===== src/rtl/uart_tx_scheduler_pkg.sv =====
// -----------------------------------------------------------------------------
// uart_sched_pkg
// Shared definitions for the UART transmit scheduler:
//   - channel index constants (CH_GAMESTATE, CH_TARGET, CH_OPERATE, CH_NONE)
//   - scheduler FSM state encoding
//   - next_ch(): round-robin successor of a channel index
// No ports (package).
// -----------------------------------------------------------------------------
package uart_sched_pkg;

    localparam logic [1:0] CH_GAMESTATE = 2'd0;
    localparam logic [1:0] CH_TARGET    = 2'd1;
    localparam logic [1:0] CH_OPERATE   = 2'd2;
    localparam logic [1:0] CH_NONE      = 2'd3;

    localparam int unsigned NUM_CH = 3;

    typedef enum logic [1:0] {
        IDLE = 2'd0,
        LOAD = 2'd1,
        SEND = 2'd2,
        GAP  = 2'd3
    } state_t;

    // Round-robin successor: 0 -> 1 -> 2 -> 0. CH_NONE maps to channel 0.
    function automatic logic [1:0] next_ch(input logic [1:0] ch);
        case (ch)
            CH_GAMESTATE: return CH_TARGET;
            CH_TARGET:    return CH_OPERATE;
            default:      return CH_GAMESTATE;
        endcase
    endfunction

endpackage


===== src/rtl/uart_tx_scheduler_if.sv =====
// -----------------------------------------------------------------------------
// uart_tx_if
// Byte handshake between the scheduler and a UART transmitter.
//   tx_valid : scheduler -> transmitter, tx_data holds a byte on offer
//   tx_data  : scheduler -> transmitter, byte to transmit (8 bits)
//   tx_ready : transmitter -> scheduler, byte can be accepted
// Modports: master (scheduler side), slave (transmitter side).
// -----------------------------------------------------------------------------
interface uart_tx_if;
    logic       tx_valid;
    logic [7:0] tx_data;
    logic       tx_ready;

    modport master (
        output tx_valid,
        output tx_data,
        input  tx_ready
    );

    modport slave (
        input  tx_valid,
        input  tx_data,
        output tx_ready
    );
endinterface


===== src/rtl/uart_tx_scheduler_arb.sv =====
// -----------------------------------------------------------------------------
// rr_arbiter3
// Purely combinational three-way round-robin arbiter. The search starts at the
// channel after last_grant and wraps; the first requesting channel wins.
//   req         in  3  request vector, bit i = channel i
//   last_grant  in  2  previously granted channel (CH_NONE treated as 2)
//   grant       out 2  granted channel (CH_NONE when nothing requested)
//   grant_valid out 1  a request was granted
// -----------------------------------------------------------------------------
module rr_arbiter3
    import uart_sched_pkg::*;
(
    input  logic [2:0] req,
    input  logic [1:0] last_grant,
    output logic [1:0] grant,
    output logic       grant_valid
);

    logic [1:0] cand;

    always_comb begin
        grant       = CH_NONE;
        grant_valid = 1'b0;
        cand        = last_grant;
        for (int unsigned i = 0; i < NUM_CH; i++) begin
            cand = next_ch(cand);
            if (!grant_valid && req[cand]) begin
                grant       = cand;
                grant_valid = 1'b1;
            end
        end
    end

endmodule


===== src/rtl/uart_tx_scheduler.sv =====
// -----------------------------------------------------------------------------
// uart_tx_scheduler
// Watches three 8-bit source bytes and sends each one to a UART transmitter
// whenever it differs from the last byte accepted for that channel. Channels
// are served round-robin, one byte per SEND/GAP pass, with GAP_CYCLES idle
// cycles after every accepted byte. A 0x00 source is never sent.
//
// Optional feature (macro UART_TX_SCHED_REFRESH_EN): every REFRESH_CYCLES
// cycles all channels with a nonzero source are forced to resend.
//
// Parameters:
//   GAP_CYCLES     idle cycles after each accepted byte (1..255)
//   REFRESH_CYCLES refresh period, only used with UART_TX_SCHED_REFRESH_EN
// Ports:
//   uart_clk              in  1  sole clock, rising edge
//   rst                   in  1  asynchronous active-high reset
//   data_game_state       in  8  channel 0 source byte
//   data_target           in  8  channel 1 source byte
//   data_operate_verified in  8  channel 2 source byte
//   tx                    uart_tx_if.master (tx_valid, tx_data, tx_ready)
//   pending               out 3  per-channel send-pending flags
//   last_ch               out 2  channel of last accepted byte, 2'b11 = none
// -----------------------------------------------------------------------------
module uart_tx_scheduler
    import uart_sched_pkg::*;
#(
    parameter int unsigned GAP_CYCLES     = 16,
    parameter int unsigned REFRESH_CYCLES = 1000000
) (
    input  logic        uart_clk,
    input  logic        rst,
    input  logic [7:0]  data_game_state,
    input  logic [7:0]  data_target,
    input  logic [7:0]  data_operate_verified,
    uart_tx_if.master   tx,
    output logic [2:0]  pending,
    output logic [1:0]  last_ch
);

    localparam logic [7:0] GAP_LAST = 8'(GAP_CYCLES - 1);

    state_t     state;
    logic [7:0] src    [NUM_CH];
    logic [7:0] shadow [NUM_CH];
    logic [2:0] force_flags;
    logic [1:0] rr_ptr;
    logic [1:0] grant_q;
    logic [1:0] arb_grant;
    logic       arb_valid;
    logic       tx_valid_q;
    logic [7:0] tx_data_q;
    logic [7:0] gap_cnt;
    logic       accept;

    assign src[0] = data_game_state;
    assign src[1] = data_target;
    assign src[2] = data_operate_verified;

    // A zero source is never pending, even when refresh has forced the channel.
    always_comb begin
        pending = '0;
        for (int unsigned i = 0; i < NUM_CH; i++) begin
            pending[i] = (src[i] != 8'h00) &&
                         ((src[i] != shadow[i]) || force_flags[i]);
        end
    end

    assign accept = (state == SEND) && tx_valid_q && tx.tx_ready;

    rr_arbiter3 u_arb (
        .req         (pending),
        .last_grant  (rr_ptr),
        .grant       (arb_grant),
        .grant_valid (arb_valid)
    );

    always_ff @(posedge uart_clk or posedge rst) begin
        if (rst) begin
            state      <= IDLE;
            tx_valid_q <= 1'b0;
            tx_data_q  <= '0;
            for (int unsigned i = 0; i < NUM_CH; i++) begin
                shadow[i] <= '0;
            end
            rr_ptr     <= CH_OPERATE;
            grant_q    <= CH_GAMESTATE;
            last_ch    <= CH_NONE;
            gap_cnt    <= '0;
        end else begin
            case (state)
                IDLE: begin
                    if (|pending) begin
                        state <= LOAD;
                    end
                end
                LOAD: begin
                    // The source may have returned to its shadow value since
                    // IDLE; with nothing left to grant, fall back to IDLE.
                    if (arb_valid) begin
                        tx_data_q  <= src[arb_grant];
                        grant_q    <= arb_grant;
                        rr_ptr     <= arb_grant;
                        tx_valid_q <= 1'b1;
                        state      <= SEND;
                    end else begin
                        state <= IDLE;
                    end
                end
                SEND: begin
                    if (tx.tx_ready) begin
                        shadow[grant_q] <= tx_data_q;
                        last_ch         <= grant_q;
                        tx_valid_q      <= 1'b0;
                        gap_cnt         <= '0;
                        state           <= GAP;
                    end
                end
                GAP: begin
                    if (gap_cnt == GAP_LAST) begin
                        state <= IDLE;
                    end else begin
                        gap_cnt <= gap_cnt + 8'd1;
                    end
                end
                default: state <= IDLE;
            endcase
        end
    end

`ifdef UART_TX_SCHED_REFRESH_EN
    localparam logic [31:0] REFRESH_LAST = 32'(REFRESH_CYCLES - 1);

    logic [31:0] refresh_cnt;
    logic        refresh_wrap;

    assign refresh_wrap = (refresh_cnt == REFRESH_LAST);

    always_ff @(posedge uart_clk or posedge rst) begin
        if (rst) begin
            refresh_cnt <= '0;
        end else if (refresh_wrap) begin
            refresh_cnt <= '0;
        end else begin
            refresh_cnt <= refresh_cnt + 32'd1;
        end
    end

    // Wrap is written last so a wrap coinciding with an acceptance keeps the
    // accepted channel's force bit set.
    always_ff @(posedge uart_clk or posedge rst) begin
        if (rst) begin
            force_flags <= '0;
        end else begin
            if (accept) begin
                force_flags[grant_q] <= 1'b0;
            end
            if (refresh_wrap) begin
                force_flags <= '1;
            end
        end
    end
`else
    assign force_flags = '0;

    // REFRESH_CYCLES has no effect without the refresh feature.
    logic unused_refresh;
    assign unused_refresh = ^{REFRESH_CYCLES, accept};
`endif

    assign tx.tx_valid = tx_valid_q;
    assign tx.tx_data  = tx_data_q;

endmodule

===== src/flat_wrapper.sv =====
// flat-port wrapper written by rule: the top's interface ports become plain ports
module uart_tx_scheduler_flat import uart_sched_pkg::*;
#(
    parameter int unsigned GAP_CYCLES     = 16,
    parameter int unsigned REFRESH_CYCLES = 1000000
)
  (uart_clk, rst, data_game_state, data_target, data_operate_verified, pending, last_ch, tx_tx_valid, tx_tx_data, tx_tx_ready);
  uart_tx_if tx_i ();
  input  logic uart_clk;
  input  logic rst;
  input  logic [7:0] data_game_state;
  input  logic [7:0] data_target;
  input  logic [7:0] data_operate_verified;
  output logic [2:0] pending;
  output logic [1:0] last_ch;
  output wire logic [$bits(tx_i.tx_valid)-1:0] tx_tx_valid;
  output wire logic [$bits(tx_i.tx_data)-1:0] tx_tx_data;
  input wire logic [$bits(tx_i.tx_ready)-1:0] tx_tx_ready;
  assign tx_tx_valid = tx_i.tx_valid;
  assign tx_tx_data = tx_i.tx_data;
  assign tx_i.tx_ready = tx_tx_ready;
  uart_tx_scheduler #(.GAP_CYCLES(GAP_CYCLES), .REFRESH_CYCLES(REFRESH_CYCLES)) u_core (.uart_clk(uart_clk), .rst(rst), .data_game_state(data_game_state), .data_target(data_target), .data_operate_verified(data_operate_verified), .tx(tx_i), .pending(pending), .last_ch(last_ch));
endmodule

===== config.mk =====
export PLATFORM = sky130hd
export DESIGN_NAME = uart_tx_scheduler_flat
export DESIGN_NICKNAME = d
export VERILOG_FILES = /design/src/rtl/uart_tx_scheduler_pkg.sv /design/src/rtl/uart_tx_scheduler_if.sv /design/src/rtl/uart_tx_scheduler_arb.sv /design/src/rtl/uart_tx_scheduler.sv /design/src/flat_wrapper.sv
export SDC_FILE = /design/constraint.sdc
export NUM_CORES = 1
export LEC_CHECK = 0
export CAP_MARGIN = 20
export CORE_MARGIN = 3
export CORE_UTILIZATION = 57
export DETAILED_ROUTE_END_ITERATION = 16
export PLACE_DENSITY = 0.85
export SETUP_SLACK_MARGIN = 0.2
export SYNTH_ARGS = -nofsm -noshare
export SYNTH_HDL_FRONTEND = slang
export SYNTH_SLANG_ARGS = --single-unit

===== constraint.sdc =====
create_clock -name uart_clk -period 3 [get_ports uart_clk]
set_clock_uncertainty 0.15 [all_clocks]
set_input_delay 0.6 -clock uart_clk [delete_from_list [all_inputs] [get_ports uart_clk]]
set_output_delay 0.6 -clock uart_clk [all_outputs]
set_load 0.05 [all_outputs]

# Yosys cells after proc, flatten, opt, wreduce, memory -nomap -nowiden
# Cells that the tools add are included.
# word_totals
register_bits	49
input_bits	27
output_inout_bits	14
wordCells	89
# op_classes
add_sub_neg	1
n_lt_le_gt_ge	6
eq_ne	15
n_mux	32
bitwise	2
n_reduce_logical	23
# ops
op	count
8-bit two-way mux	5
24-bit bitwise mux	1
8-bit != test	3
8-bit nonzero test	3
8-bit binary-select mux with 2-bit select	1
8-bit demux with 2-bit select	1
8-bit one-hot mux with 2 select lines	1
2-bit two-way mux	7
2-bit one-hot mux with 2 select lines	3
2-bit by 3-bit less-than comparator with 1-bit output (second input constant)	3
3-bit AND reduction	3
8-bit by 1-bit adder with 8-bit output (second input constant)	1
2-bit by 1-bit equality test with 1-bit output (second input constant)	4
8-bit by 4-bit equality test with 1-bit output (second input constant)	1
2-bit zero test	4
1-bit two-way mux	8
2-bit one-hot mux with 4 select lines	1
1-bit binary-select mux with 2-bit select	3
3-bit >= comparator (second input constant)	2
1-bit logical AND	6
2-bit by 1-bit != test with 1-bit output (second input constant)	3
2-bit inverter with 3-bit output	2
2-bit equality test (second input constant)	2
2-bit != test (second input constant)	2
other kinds (6)	9

# Logic depth before layout (Yosys ltp)
# logic_depth
ltp_word	15
mapped_depth	8
ltp_nobuf	7

# Modules after synthesis
# A second synthesis with hierarchy kept.
# unflattened
hier_cells	221
hier_area_um2	2479.9
# modules_own_cells
mod	n_inst	cells_each	area_per_inst_um2	seq_area_each_um2
uart_tx_scheduler	1	215	2436.1	1204.9
rr_arbiter3	1	6	43.8	0.0

# Worst setup path after synthesis
# OpenSTA, ideal clock, no wires.
# synth_path
path_type	input -> register
start	input port data_operate_verified[7]
end	register u_core.tx_data_q[1] (netlist: u_core.tx.tx_data[1])
setup_time_ns	0.095
arrival_ns	2.109
required_time_ns	2.755
path_slack_ns	0.646
stages	7
n_path_buf	1
cell_sequence	xor2_1 -> nor4_1 -> a21oi_2 -> and2_1 -> clkbuf_1 -> a32oi_1 -> o31ai_1
# synth_between
elab_chain_cells	15
word_cells_on_any_way	24
classes_between	1 x eq/ne; 15 x mux; 1 x bitwise; 7 x reduce/logical
# synth_rtl
element	line	source
start: declaration	flat_wrapper.sv:13	input logic [7:0] data_operate_verified;
8-bit != test or 8-bit nonzero test (tied branches)	uart_tx_scheduler.sv:64, uart_tx_scheduler.sv:63	
1-bit logical AND (*)	uart_tx_scheduler.sv:63	pending[i] = (src[i] != 8'h00) &&
via pending[2]	flat_wrapper.sv:14	output logic [2:0] pending;
1-bit binary-select mux with 2-bit select	uart_tx_scheduler_arb.sv:27	if (!grant_valid && req[cand]) begin
1-bit two-way mux (implied by the code)	uart_tx_scheduler_arb.sv:27	
1-bit two-way mux	uart_tx_scheduler_arb.sv:27	
1-bit zero test	uart_tx_scheduler_arb.sv:27	
1-bit logical AND	uart_tx_scheduler_arb.sv:27	
1-bit two-way mux	uart_tx_scheduler_arb.sv:27	
1-bit zero test	uart_tx_scheduler_arb.sv:27	
1-bit logical AND	uart_tx_scheduler_arb.sv:27	
2-bit two-way mux	uart_tx_scheduler_arb.sv:27	
2-bit inverter with 3-bit output (implied by the code)	uart_tx_scheduler.sv:100	tx_data_q <= src[arb_grant];
8-bit binary-select mux with 2-bit select	uart_tx_scheduler.sv:100	
8-bit two-way mux (implied by the code) (2 in series)	uart_tx_scheduler.sv:100	
end signal: assignment	uart_tx_scheduler.sv:100	
end: declaration	uart_tx_scheduler.sv:51	logic [7:0] tx_data_q;
# The timed path passes the listed nets; every way through them passes the cells marked *. The select of a mux whose other input is x is not followed.
# A chain may end at the register's enable or synchronous reset.

# Worst setup path in the final report
# layout_path
start	input port data_game_state[7]
end	output port pending[0]
# layout_between
elab_chain_cells	2
word_cells_on_any_way	3
classes_between	1 x eq/ne; 2 x reduce/logical
# layout_rtl
element	line	source
start: declaration	flat_wrapper.sv:11	input logic [7:0] data_game_state;
8-bit != test or 8-bit nonzero test (tied branches)	uart_tx_scheduler.sv:64, uart_tx_scheduler.sv:63	
1-bit logical AND (*)	uart_tx_scheduler.sv:63	
end: declaration	flat_wrapper.sv:14	
# Mark *: on every way between the ends. The rest lies on a longest branch, timed or not.

==> results.yml <==
setup_path:
  crit_path_start: "data_game_state[7]"
  critPathLaunchType: "input pin"
  crit_chain: "clkdlybuf4s50_1 > xor2_1 > nor4_1 > a22o_2 > inv_2 > buf_12"
  cp_slowest_cell: "clkdlybuf4s50_1"
  crit_required_ns: 2.25
  slowest_delay_ns: 0.46
  cp_max_fo: 7
  crit_buf_inv: 3
  crit_cells: 6
  critPathCapture: "pending[0]"
  worstPathArrival_ns: 2.01
  endpoint_kind: "output pin"
  reg2reg_slack_ns: 0.84
  critPathTopFamily: "buffers and inverters"
  reg2regPathDepth: 6
  rr_endpoint: "u_core.tx.tx_data[2]"
  worstReg2RegStart: "u_core.shadow[6]"
  criticalPathCategory: "in2out"
synthesis:
  avgSynthCellArea_sq_um: 11.08
  synthArstFlopShare: 1.000
  ys_seq_area_frac: 0.4856
  ys_top_cells_by_area: "dfrtp_1, mux2_2, xor2_1"
  synth_edf_count: 0
  synth_compound_area_frac: 0.1261
  synthAdderAreaFrac: 0.005043
  syn_nets: 252
  yosysTopAreaCell: "dfrtp_1"
  netlist_area_sq_um: 2481
  synth_top_area_frac: 0.4539
  synth.distinct_cells: 40
  yosys.area_share.simple: 0.1362
  synthXorXnorAreaFrac: 0.1059
  ys_ff_latch: 48
  yosys_warnings: 0
  ys.flop_type: "dfrtp_1"
  syn_inst: 224
  synthMuxAreaShare: 0.1225
  synth_top_family_by_area: "simple AND/OR/NAND/NOR gates"
power_and_ir_drop:
  peakVddDrop_mv: 0.7774
  powerDensity_nw_per_um2: 945.8
  cellLeakagePower_nw: 1.492
  total_power_mw: 3.025
global_routing:
  antenna_found_initial: 0
  grt_max_degree: 33
  grt_pass1_wl_um: 9804
  grt_pass1_vias: 2033
  globalRouteTotalUtil: 0.2457
  overflow: 0
place:
  port_buffers: 40
  hpwlAfterDp_um: 4390
  place.gp.congestion: 0.8755
  dp_slack_ns: 0.1501
sta:
  fmax_mhz: 362.9
  hold_viol: 0
  drv_slew: 0
  setup_ws_ns: 0.2443
  worst_pin_slew_ns: 0.6332
  period_minus_slack_ns: 2.756
  fin_tns_setup_ns: 0
  fin_crit_sh: 0.9186
  max-slew-margin-rel: 0.5772
  setup_viol: 0
  grt_setup_unrepaired: "true"
run_status:
  status: "finished clean"
cts:
  cts_buffer_depth: 2
  htree_levels: 2
  clk_latency_ns: 0.31
  cts_tree: "done"
  hold_buffers: 0
  cts-root-buf: "clkbuf_8"
  cts_buffers: 5
  clock-sinks: 48
  path_clk_slew_ns: 0.09
final_layout:
  syn_to_final_growth_pct: 28.90
  fill_cells: 262
  drive_gt1_frac: 0.2344
  final_nets: 300
  antenna_cells: 0
routing:
  drt-wirelength-per-cell_um: 18.86
  wl_um: 6091
  firstDrtPassIters: 4
  drc: 0
  drtIter0Drc: 129
  drtAntennaViolNets: 0
  routed_via_density: 6.180
  dr_total_vias: 1996
run:
  drv_cap: 0
floorplan:
  core_area_sq_um: 4086
  die_y_um: 71.98
  rows: 23
  die_area_sq_um: 5180
  die_width_um: 71.98
  start_util: 0.6072
  io_pins: 41
worst_hold_path:
  min_delay_path_depth: 2
  min_path_type: "reg2reg"
## cells in the mapped netlist, types with 2 or more instances
cell	instances
xor2_1	22
nand2_1	14
or2_2	2
xnor2_1	8
nor4_1	9
dfstp_2	3
inv_1	4
o31ai_1	8
a21oi_1	10
nor2_1	17
mux2_2	27
nand3_1	2
a32oi_1	9
or4_1	2
nand4_1	7
and3_1	2
buf_1	2
dfrtp_1	45
clkbuf_1	4
o21ai_0	6
a22o_1	2
## per-stage QoR
| step | utilization | hold WS, ns | cells | cell area [sq um] |
|---|---|---|---|---|
| finish | 0.7826 | 0.3457 | 323 | 3198 |
| global route | 0.7826 | 0.3725 | 323 | 3198 |
| CTS | 0.7642 | 0.3404 | 322 | 3123 |
| detailed placement | 0.7260 | 0.3270 | 313 | 2967 |
| global placement | 0.7260 | 0.3253 | 313 | 2967 |
| floorplan | - | 0.3085 | 224 | 2481 |
## worst min-delay path by stage
| stage | slack [ns] | to | from |
|---|---|---|---|
| CTS | 0.34 | u_core.rr_ptr[1] | u_core.rr_ptr[1] |
| floorplan | 0.31 | u_core.rr_ptr[1] | u_core.rr_ptr[1] |
| global route | 0.37 | u_core.rr_ptr[1] | u_core.rr_ptr[1] |
| global placement | 0.33 | u_core.rr_ptr[1] | u_core.rr_ptr[1] |
| detailed placement | 0.33 | u_core.rr_ptr[1] | u_core.rr_ptr[1] |
| finish | 0.35 | u_core.rr_ptr[1] | u_core.rr_ptr[1] |
## kinds of logic after synthesis
group                      after synthesis
xor gates and xnor gates                30
muxes                                   27
adders and majority gates                1
buffers and inverters                   12
DFF                                     48
and+or+nand+nor                         63
AOI/OAI and AO/OA                       43
## power breakdown
part           internal [mW]  total, mW  leakage (nW)  switching [mW]
Combinational          0.560       1.27         0.825           0.709
Sequential             0.914       1.20         0.601           0.291
Clock                  0.333      0.551        0.0654           0.218
Total                   1.81       3.02          1.49            1.22
## what timing repair did
action | CTS | global route
endpoints found under the setup margin | 2 | 3
pin swaps | 1 | 3
gates resized for setup | 3 | 20
setup buffers | 1 | 1
cloned | 0 | 0
## area by class of cell
class	instances	area [sq um]	share of cell area
clock buffers	6	72.57	0.02269
clock inverters	2	60.06	0.01878
inverters	5	18.77	0.005869
multi-input cells	164	1272	0.3979
flip-flops and latches	48	1205	0.3768
well taps	50	62.56	0.01956
repair buffers	48	506.7	0.1585
## tightest hold or removal path, stage by stage (launching register included)
cell,delay (ns)
dfstp_2,0.40
nand2_1,0.06
nand2_1,0.05
## per-layer routing
layer | wire length [um] | global-route usage | vias up
li1 | - | - | 917
met1 | 2532 | 0.3168 | 1008
met2 | 3146 | 0.4173 | 65
met3 | 364 | 0.06233 | 6
met4 | 48 | 0.06054 | 0
met5 | 0 | 0 | -
## state kept, by name, summed over array words and instances, names as in the netlist, named ones only
| register | flops |
|---|---|
| u_core.grant_q | 2 |
| u_core.shadow | 24 |
| u_core.tx.tx_data | 8 |
| u_core.state | 1 |
| u_core.last_ch | 2 |
| u_core.rr_ptr | 1 |
| u_core.tx.tx_valid | 1 |
| u_core.gap_cnt | 8 |
## cell usage in the layout, fill, tap and decap left out, types with 2 or more instances in the layout
| cell | Yosys | routed |
|---|---|---|
| dfrtp_1 | 45 | 45 |
| mux2_2 | 27 | 27 |
| xor2_1 | 22 | 22 |
| clkdlybuf4s50_1 | 0 | 22 |
| nor2_1 | 17 | 16 |
| dlymetal6s2s_1 | 0 | 15 |
| nand2_1 | 14 | 14 |
| a21oi_1 | 10 | 10 |
| a32oi_1 | 9 | 9 |
| buf_4 | 0 | 9 |
| xnor2_1 | 8 | 8 |
| o31ai_1 | 8 | 8 |
| nand4_1 | 7 | 7 |
| nor4_1 | 9 | 6 |
| o21ai_0 | 6 | 6 |
| clkbuf_8 | 0 | 5 |
| inv_1 | 4 | 3 |
| dfstp_2 | 3 | 3 |
| and3_1 | 2 | 2 |
| inv_2 | 1 | 2 |
| nor4_4 | 0 | 2 |
| nor4_2 | 1 | 2 |
| a22o_1 | 2 | 2 |
| nand3_1 | 2 | 2 |
| or2_2 | 2 | 2 |
| bufinv_16 | 0 | 2 |
(Power assumes the default switching activity.)
